### src/rtl/qft3_peak_detector.sv
// Peak/power detector for the 3-qubit QFT output vector: captures eight complex
// amplitudes, evaluates |a|^2 serially with one shared squarer pair, reports the peak and total power.
`ifndef TOTAL_WIDTH
`define TOTAL_WIDTH 8
`endif

module qft3_peak_detector #(
    parameter int W = `TOTAL_WIDTH
) (
    input  logic                  clk,
    input  logic                  rst_n,
    input  logic signed [W-1:0]   f000_r,
    input  logic signed [W-1:0]   f000_i,
    input  logic signed [W-1:0]   f001_r,
    input  logic signed [W-1:0]   f001_i,
    input  logic signed [W-1:0]   f010_r,
    input  logic signed [W-1:0]   f010_i,
    input  logic signed [W-1:0]   f011_r,
    input  logic signed [W-1:0]   f011_i,
    input  logic signed [W-1:0]   f100_r,
    input  logic signed [W-1:0]   f100_i,
    input  logic signed [W-1:0]   f101_r,
    input  logic signed [W-1:0]   f101_i,
    input  logic signed [W-1:0]   f110_r,
    input  logic signed [W-1:0]   f110_i,
    input  logic signed [W-1:0]   f111_r,
    input  logic signed [W-1:0]   f111_i,
    input  logic                  in_valid,
    output logic                  in_ready,
    output logic                  out_valid,
    input  logic                  out_ready,
    output logic [2:0]            peak_idx,
    output logic [2*W-1:0]        peak_mag,
    output logic [2*W+2:0]        total_pwr
);

    typedef enum logic [1:0] {
        IDLE = 2'd0,
        CALC = 2'd1,
        DONE = 2'd2
    } state_t;

    // |a|^2 of one complex sample; each square fits 2W-1 bits, the sum fits 2W unsigned
    function automatic logic [2*W-1:0] sq_mag(input logic signed [W-1:0] re,
                                              input logic signed [W-1:0] im);
        logic signed [2*W-1:0] pr;
        logic signed [2*W-1:0] pi;
        pr = re * re;
        pi = im * im;
        sq_mag = $unsigned(pr) + $unsigned(pi);
    endfunction

    state_t                 state_r;
    state_t                 state_nxt_s;
    logic [2:0]             k_r;
    logic signed [W-1:0]    vec_re_r [8];
    logic signed [W-1:0]    vec_im_r [8];
    logic signed [W-1:0]    amp_re_s [8];
    logic signed [W-1:0]    amp_im_s [8];
    logic [2*W-1:0]         max_r;
    logic [2:0]             idx_r;
    logic [2*W+2:0]         sum_r;
    logic [2*W-1:0]         mag_s;
    logic                   upd_s;
    logic [2*W-1:0]         new_max_s;
    logic [2:0]             new_idx_s;
    logic [2*W+2:0]         new_sum_s;
    logic                   capture_s;
    logic                   last_s;
    logic [2:0]             peak_idx_r;
    logic [2*W-1:0]         peak_mag_r;
    logic [2*W+2:0]         total_pwr_r;

    assign amp_re_s[0] = f000_r;  assign amp_im_s[0] = f000_i;
    assign amp_re_s[1] = f001_r;  assign amp_im_s[1] = f001_i;
    assign amp_re_s[2] = f010_r;  assign amp_im_s[2] = f010_i;
    assign amp_re_s[3] = f011_r;  assign amp_im_s[3] = f011_i;
    assign amp_re_s[4] = f100_r;  assign amp_im_s[4] = f100_i;
    assign amp_re_s[5] = f101_r;  assign amp_im_s[5] = f101_i;
    assign amp_re_s[6] = f110_r;  assign amp_im_s[6] = f110_i;
    assign amp_re_s[7] = f111_r;  assign amp_im_s[7] = f111_i;

    // Handshake flags come straight from the state register
    assign in_ready  = (state_r == IDLE);
    assign out_valid = (state_r == DONE);
    assign capture_s = in_valid && (state_r == IDLE);
    assign last_s    = (state_r == CALC) && (k_r == 3'd7);

    assign peak_idx  = peak_idx_r;
    assign peak_mag  = peak_mag_r;
    assign total_pwr = total_pwr_r;

    // Shared squarer and running compare/accumulate for element k
    always_comb begin
        mag_s     = sq_mag(vec_re_r[k_r], vec_im_r[k_r]);
        upd_s     = 1'b0;
        new_max_s = max_r;
        new_idx_s = idx_r;
        new_sum_s = sum_r + {3'b000, mag_s};
        // Strict compare keeps the lowest index on ties
        if ((k_r == 3'd0) || (mag_s > max_r)) begin
            upd_s = 1'b1;
        end else begin
            upd_s = 1'b0;
        end
        if (upd_s) begin
            new_max_s = mag_s;
            new_idx_s = k_r;
        end else begin
            new_max_s = max_r;
            new_idx_s = idx_r;
        end
    end

    // Next-state decode
    always_comb begin
        state_nxt_s = state_r;
        case (state_r)
            IDLE: begin
                if (in_valid) begin
                    state_nxt_s = CALC;
                end else begin
                    state_nxt_s = IDLE;
                end
            end
            CALC: begin
                if (k_r == 3'd7) begin
                    state_nxt_s = DONE;
                end else begin
                    state_nxt_s = CALC;
                end
            end
            DONE: begin
                if (out_ready) begin
                    state_nxt_s = IDLE;
                end else begin
                    state_nxt_s = DONE;
                end
            end
            default: state_nxt_s = IDLE;
        endcase
    end

    // State register
    always_ff @(posedge clk or negedge rst_n) begin
        if (!rst_n) begin
            state_r <= IDLE;
        end else begin
            state_r <= state_nxt_s;
        end
    end

    // Vector capture, element counter and running max/index/sum
    always_ff @(posedge clk or negedge rst_n) begin
        if (!rst_n) begin
            k_r   <= 3'd0;
            max_r <= '0;
            idx_r <= 3'd0;
            sum_r <= '0;
            for (int j = 0; j < 8; j++) begin
                vec_re_r[j] <= '0;
                vec_im_r[j] <= '0;
            end
        end else if (capture_s) begin
            k_r   <= 3'd0;
            max_r <= '0;
            idx_r <= 3'd0;
            sum_r <= '0;
            for (int j = 0; j < 8; j++) begin
                vec_re_r[j] <= amp_re_s[j];
                vec_im_r[j] <= amp_im_s[j];
            end
        end else if (state_r == CALC) begin
            k_r   <= k_r + 3'd1;
            max_r <= new_max_s;
            idx_r <= new_idx_s;
            sum_r <= new_sum_s;
        end
    end

    // Result registers: loaded on the last CALC edge, held until the next result
    always_ff @(posedge clk or negedge rst_n) begin
        if (!rst_n) begin
            peak_idx_r  <= 3'd0;
            peak_mag_r  <= '0;
            total_pwr_r <= '0;
        end else if (last_s) begin
            peak_idx_r  <= new_idx_s;
            peak_mag_r  <= new_max_s;
            total_pwr_r <= new_sum_s;
        end
    end

endmodule

### config.mk
export PLATFORM = sky130hd
export DESIGN_NAME = qft3_peak_detector
export DESIGN_NICKNAME = d
export VERILOG_FILES = /design/src/rtl/qft3_peak_detector.sv
export SDC_FILE = /design/constraint.sdc
export NUM_CORES = 1
export LEC_CHECK = 0
export ABC_AREA = 1
export CAP_MARGIN = 30
export CORE_MARGIN = 2
export CORE_UTILIZATION = 35
export CTS_CLUSTER_DIAMETER = 80
export DETAILED_ROUTE_END_ITERATION = 10
export DONT_BUFFER_PORTS = 1
export HOLD_SLACK_MARGIN = 0.02
export PLACE_DENSITY = 0.62
export SLEW_MARGIN = 5
export SYNTH_ARGS = -nofsm -noshare
export SYNTH_HDL_FRONTEND = slang
export SYNTH_SLANG_ARGS = --single-unit
export TNS_END_PERCENT = 1
### constraint.sdc
create_clock -name clk -period 6.82 [get_ports clk]
set_input_delay 0 -clock clk [delete_from_list [all_inputs] [get_ports clk]]
set_output_delay 0 -clock clk [all_outputs]
set_load 0.01 [all_outputs]
; ---- After elaboration in Yosys (flattened, before gate mapping)
; Cells that the tools add are included.
[totals]
ff_bits = 209
out_inout_bits = 40
word_cells = 62
[op_classes]
add_sub_neg = 3
mul = 2
magnitude_cmp = 2
eq_ne = 3
mux = 21
n_bitwise = 1
n_reduce_logical = 6
[ops]
columns = operator, n
row1 = $bmux W8 S3, 2
row2 = $mux W16, 3
row3 = $mux W19, 2
row4 = $mul A8 B8 Y16, 2
row5 = $mux W8, 4
row6 = $add A19 B16 Y19, 1
row7 = $add A16 B16 Y16, 1
row8 = $gt A16 B16 Y1, 1
row9 = $mux W3, 5
row10 = $pmux W2 S3, 1
row11 = $ge A4 B4 Y1 const B, 1
row12 = $mux W2, 2
row13 = $not A3 Y4, 1
row14 = $add A3 B1 Y3 const B, 1
row15 = $eq A3 B3 Y1 const B, 1
row16 = $logic_not A3 Y1, 1
row17 = $eq A2 B1 Y1 const B, 1
row18 = $eq A2 B2 Y1 const B, 1
row19 = $logic_and A1 B1 Y1, 2
row20 = $logic_not A2 Y1, 1
row21 = $mux W1, 2
row22 = $reduce_bool A2 Y1, 1
row23 = $logic_or A1 B1 Y1, 1

; ---- Longest topological paths before layout
[depth]
ltp_word = 12
ltp_mapped = 45

; ---- Worst setup path before layout
; OpenSTA, ideal clock, no wires.
[synth_path]
path_type = register to register
startpoint = register k_r[0]
endpoint = register peak_mag_r[15], in the netlist peak_mag[15]
setup_time_ns = 0.118
arrival_ns = 7.071
path_slack_ns = -0.369
path_stages_with_launch = 40
period_less_slack_ns = 7.189
cell_sequence = dfrtp_1 > inv_2 > buf_4 > buf_4 > nor2_1 > o22ai_1 > inv_1 > o21ai_4 > inv_2 > nor2_2 > inv_1 > fa_1 > inv_1 > fa_1 > fa_1 > inv_1 > fa_1 > inv_1 > [... 4 more ...] > ha_1 > inv_1 > nor3_1 > o21ai_0 > nand3_1 > xor2_1 > inv_1 > ha_1 > nand4_1 > nor2_1 > nand2_1 > nand2_1 > nand2_1 > nand2_1 > buf_2 > nand3_1 > nand3_1 > nand2_1
[synth_between]
elab_chain_len = 10
[synth_lines]
columns = element, line
row1 = "start, declared", 55  ; logic [2:0] k_r;
row2 = "start signal, assigned", 174  ; k_r <= k_r + 3'd1;
row3 = $not A3 Y4 (implied by the code), 95  ; mag_s = sq_mag(vec_re_r[k_r], vec_im_r[k_r]);
row4 = $bmux W8 S3, 95
row5 = $mux W8 (implied by the code) (2 in a row), 95
row6 = $mul A8 B8 Y16 (on tied branches), "48, 49"
row7 = $add A16 B16 Y16, 50  ; sq_mag = $unsigned(pr) + $unsigned(pi);
row8 = $gt A16 B16 Y1, 101  ; if ((k_r == 3'd0) || (mag_s > max_r)) begin
row9 = $logic_or A1 B1 Y1, 101
row10 = $mux W1, 101
row11 = $mux W16, 106  ; if (upd_s) begin
row12 = "end signal, assigned", 189  ; peak_mag_r <= new_max_s;
row13 = "end, declared", 71  ; logic [2*W-1:0] peak_mag_r;
; Parallel ways exist; a longest one is shown, timed or not. The select of a mux whose other input is x is not followed.
; A chain may end at the register's enable or synchronous reset.

; ---- Worst setup path after layout
[layout_path]
startpoint = register k_r[0]
endpoint = register sum_r[14]
[layout_between]
elab_chain_len = 9
[layout_lines]
columns = element, line
row1 = $not A3 Y4 (implied by the code) (*), 95
row2 = $bmux W8 S3, 95
row3 = $mux W8 (implied by the code) (2 in a row), 95
row4 = $mul A8 B8 Y16 (on tied branches), "48, 49"
row5 = $add A16 B16 Y16 (*), 50
row6 = $add A19 B16 Y19 (*), 99  ; new_sum_s = sum_r + {3'b000, mag_s};
row7 = $mux W19 (*), 173  ; end else if (state_r == CALC) begin
row8 = $mux W19 (*), 164  ; end else if (capture_s) begin
row9 = "end signal, assigned", 177  ; sum_r <= new_sum_s;
row10 = "end, declared", 62  ; logic [2*W+2:0] sum_r;
; Every way passes the cells marked *; elsewhere a longest branch is shown, timed or not. The select of a mux whose other input is x is not followed.

==> impl_metrics.py <==
metrics = {
    "run_status": {
        "status": "finished with violations",
        "violations": "setup timing",
    },
    "final_layout": {
        "synthToLayoutAreaGrowth_pct": 34.1,
        "instances_no_fill": 2594,
        "multi_input_area_sq_mm": 0.00945,
        "final_cell_mix": "nand2_1, inv_1, dfrtp_1",
        "nFillCells": 4025,
        "final_common_cell": "nand2_1",
        "layout.nets": 2326,
        "fin_util_pct": 47.7,
        "drive_above_1_share_pct": 27.1,
        "finalInstanceArea_sq_mm": 0.0206,
        "register_area_sq_mm": 0.00523,
    },
    "setup_path": {
        "crit_type": "reg -> reg",
        "critPathCaptureType": "flip-flop",
        "worstPathMaxFanout": 7,
        "max_stage_delay_ps": 580,
        "worst_ep_arrival_time_ps": 7960,
        "crit_top_cell": "inv_1",
        "cp-start-kind": "flip-flop",
        "cpMaxStageDelayCell": "fa_2",
        "required_ps": 7260,
    },
    "logic_synthesis": {
        "ys_seq_elements": 209,
        "synth_ff_type": "dfrtp_1",
        "async_flop_share_pct": 100,
        "synth.mux.area_fraction_pct": 9.54,
        "syn_nets": 2014,
        "synth_warnings": 0,
        "synth_top_family_by_area": "adder cells",
        "synthAdderAreaFrac_pct": 22.3,
        "syn_area_sq_mm": 0.0153,
        "synthCells": 1678,
        "ys_types": 45,
        "synth.avg_cell_area_sq_um": 9.14,
        "synth-xor-area-share_pct": 1.54,
        "synth_edf_count": 0,
        "yosysSeqAreaShare_pct": 34.1,
        "yosys.area_share.simple_pct": 15.5,
        "synth_compound_area_share_pct": 8.38,
    },
    "clock_network": {
        "clk_latency_ps": 560,
        "cts_root_buf": "clkbuf_16",
        "numCtsBuffers": 25,
        "clk_pin_slew_ps": 60,
        "htreeDepth": 1,
        "clock_sinks": 209,
        "clock_path_buffers": 3,
        "tritoncts": "yes",
    },
    "floorplanning": {
        "rows": 76,
        "dieWidth_microns": 213,
        "dieArea_sq_mm": 0.0455,
        "die_height_microns": 213,
        "ioPinCount": 172,
        "core-area_sq_mm": 0.0432,
        "initial_utilization_pct": 35.5,
    },
    "sta": {
        "fmax_ghz": 0.133,
        "setup_ws_ps": -700,
        "finalSetupViolCount": 60,
        "slew_violations": 0,
        "finClkSkew_ps": 24.2,
        "grt_setup_unrepaired": "yes",
        "hold_violations": 0,
        "period_needed_ps": 7520,
        "finalCritPeriodShare_pct": 110,
        "worst_pin_slew_ps": 1020,
        "relSlewSlack_pct": 32.2,
    },
    "routing": {
        "remaining_drc_errors": 0,
        "wl_per_cell_microns": 16.9,
        "first_iter_violations": 696,
        "drt_wl_total_mm": 43.8,
        "antenna_left": 0,
        "viasPerCell": 4.90,
        "via_count": 12720,
        "dr.pass1.iters": 5,
    },
    "placed_design": {
        "routabilityCongestion": 0.886,
        "place_area_sq_mm": 0.0173,
        "dp_hpwl_mm": 30.7,
        "post-place-cells": 2382,
        "io_buffer_count": 0,
        "pre_cts_slack_ps": -778,
    },
    "global_route": {
        "grt_use_total_pct": 19.6,
        "grt_pass1_wl_mm": 71.2,
        "grt_overflow": 0,
        "grt_pass1_vias": 13714,
        "grt_start_max_net_pins": 210,
        "antenna_found_initial": 1,
    },
    "min_path": {
        "hold_class": "in -> reg",
    },
    "flow_run": {
        "timing.max_cap.violations": 0,
    },
}
[Yosys cell counts (all sizes together) (12+ instances only)]
| master | number | area, sq um |
|---|---|---|
| a21oi | 29 | 145 |
| inv | 257 | 967 |
| nand3 | 106 | 536 |
| buf | 48 | 310 |
| o22ai | 31 | 200 |
| clkbuf | 12 | 45.0 |
| xor2 | 20 | 175 |
| ha | 89 | 1110 |
| dfrtp | 209 | 5230 |
| o21ai | 133 | 759 |
| nor2 | 160 | 638 |
| mux2 | 128 | 1440 |
| fa | 115 | 2300 |
| nand2 | 286 | 1080 |
[logic make-up after synthesis]
logic type | count (synthesis)
simple gates | 572
buf+inv | 320
compound gates | 217
flops | 209
fa+ha+maj | 204
mux | 129
xor+xnor | 27
[metrics by stage]
stage / hold slack, ps / setup TNS, ps
floorplan: -296 / -623
global placement: -290 / -35470
detailed placement: -290 / -37520
CTS: 63.9 / -31130
global route: 81.5 / -57140
finish: 82.5 / -36000
[metal layers]
layer / vias up / part of all wire (%) / global-route usage, %
met1: 6279 / 42 / 25.0
met3: 79 / 5.1 / 3.18
met4: 0 / 2.3 / 4.65
met2: 345 / 50 / 34.7
met5: - / 0 / 0
li1: 6017 / - / -
[sequential cells by signal, summed over array words and instances, names as in the netlist]
| signal | flops |
|---|---|
| peak_mag | 16 |
| vec_re_r | 64 |
| vec_im_r | 64 |
| state_r | 2 |
| sum_r | 19 |
| max_r | 16 |
| k_r | 3 |
| idx_r | 3 |
| total_pwr | 19 |
| peak_idx | 3 |
[area by class of cell]
class	instances	area share, %
antenna	1	0.0122
clock buffer	36	3.39
sequential	209	25.4
timing repair buffer	345	16.2
tap	585	3.56
clock inverter	9	0.608
multi-input combinational	1149	45.9
inverter	260	4.91
[critical path, delay by kind of cell (launching register included)]
family | cells | cell delay (ps)
fa+ha+maj | 8 | 3460
buf+inv | 12 | 1220
compound gates | 7 | 1130
simple gates | 8 | 930
flops | 1 | 410
xor+xnor | 1 | 230
[worst paths after layout]
path / from / to / slack, ps / cells after the start
min reg2reg: max_r[15]$_DFFE_PN0P_ / max_r[15]$_DFFE_PN0P_ / 480 / 2
max in group asynchronous: rst_n / k_r[0]$_DFFE_PN0P_ / 5880 / 2
max: k_r[0]$_DFFE_PN0P_ / sum_r[14]$_DFFE_PN0P_ / -700 / 36
min in group asynchronous: rst_n / vec_im_r[18]$_DFFE_PN0P_ / 210 / 2
max reg2reg: k_r[0]$_DFFE_PN0P_ / sum_r[14]$_DFFE_PN0P_ / -700 / 36
min: out_ready / state_r[1]$_DFF_PN0_ / 80 / 2
[repair_timing]
action | CTS | global route
buffers inserted | 22 | 6
endpoints found under the hold margin | 338 | 0
endpoints found under the setup margin | 62 | 64
pin swaps | 45 | 44
resized for setup | 94 | 64
hold buffers | 131 | 0
gates cloned | 6 | 1
Power is left out: the tool's default activity adds up to more than one toggle a clock period on the data nets, which glitch-free logic cannot reach.
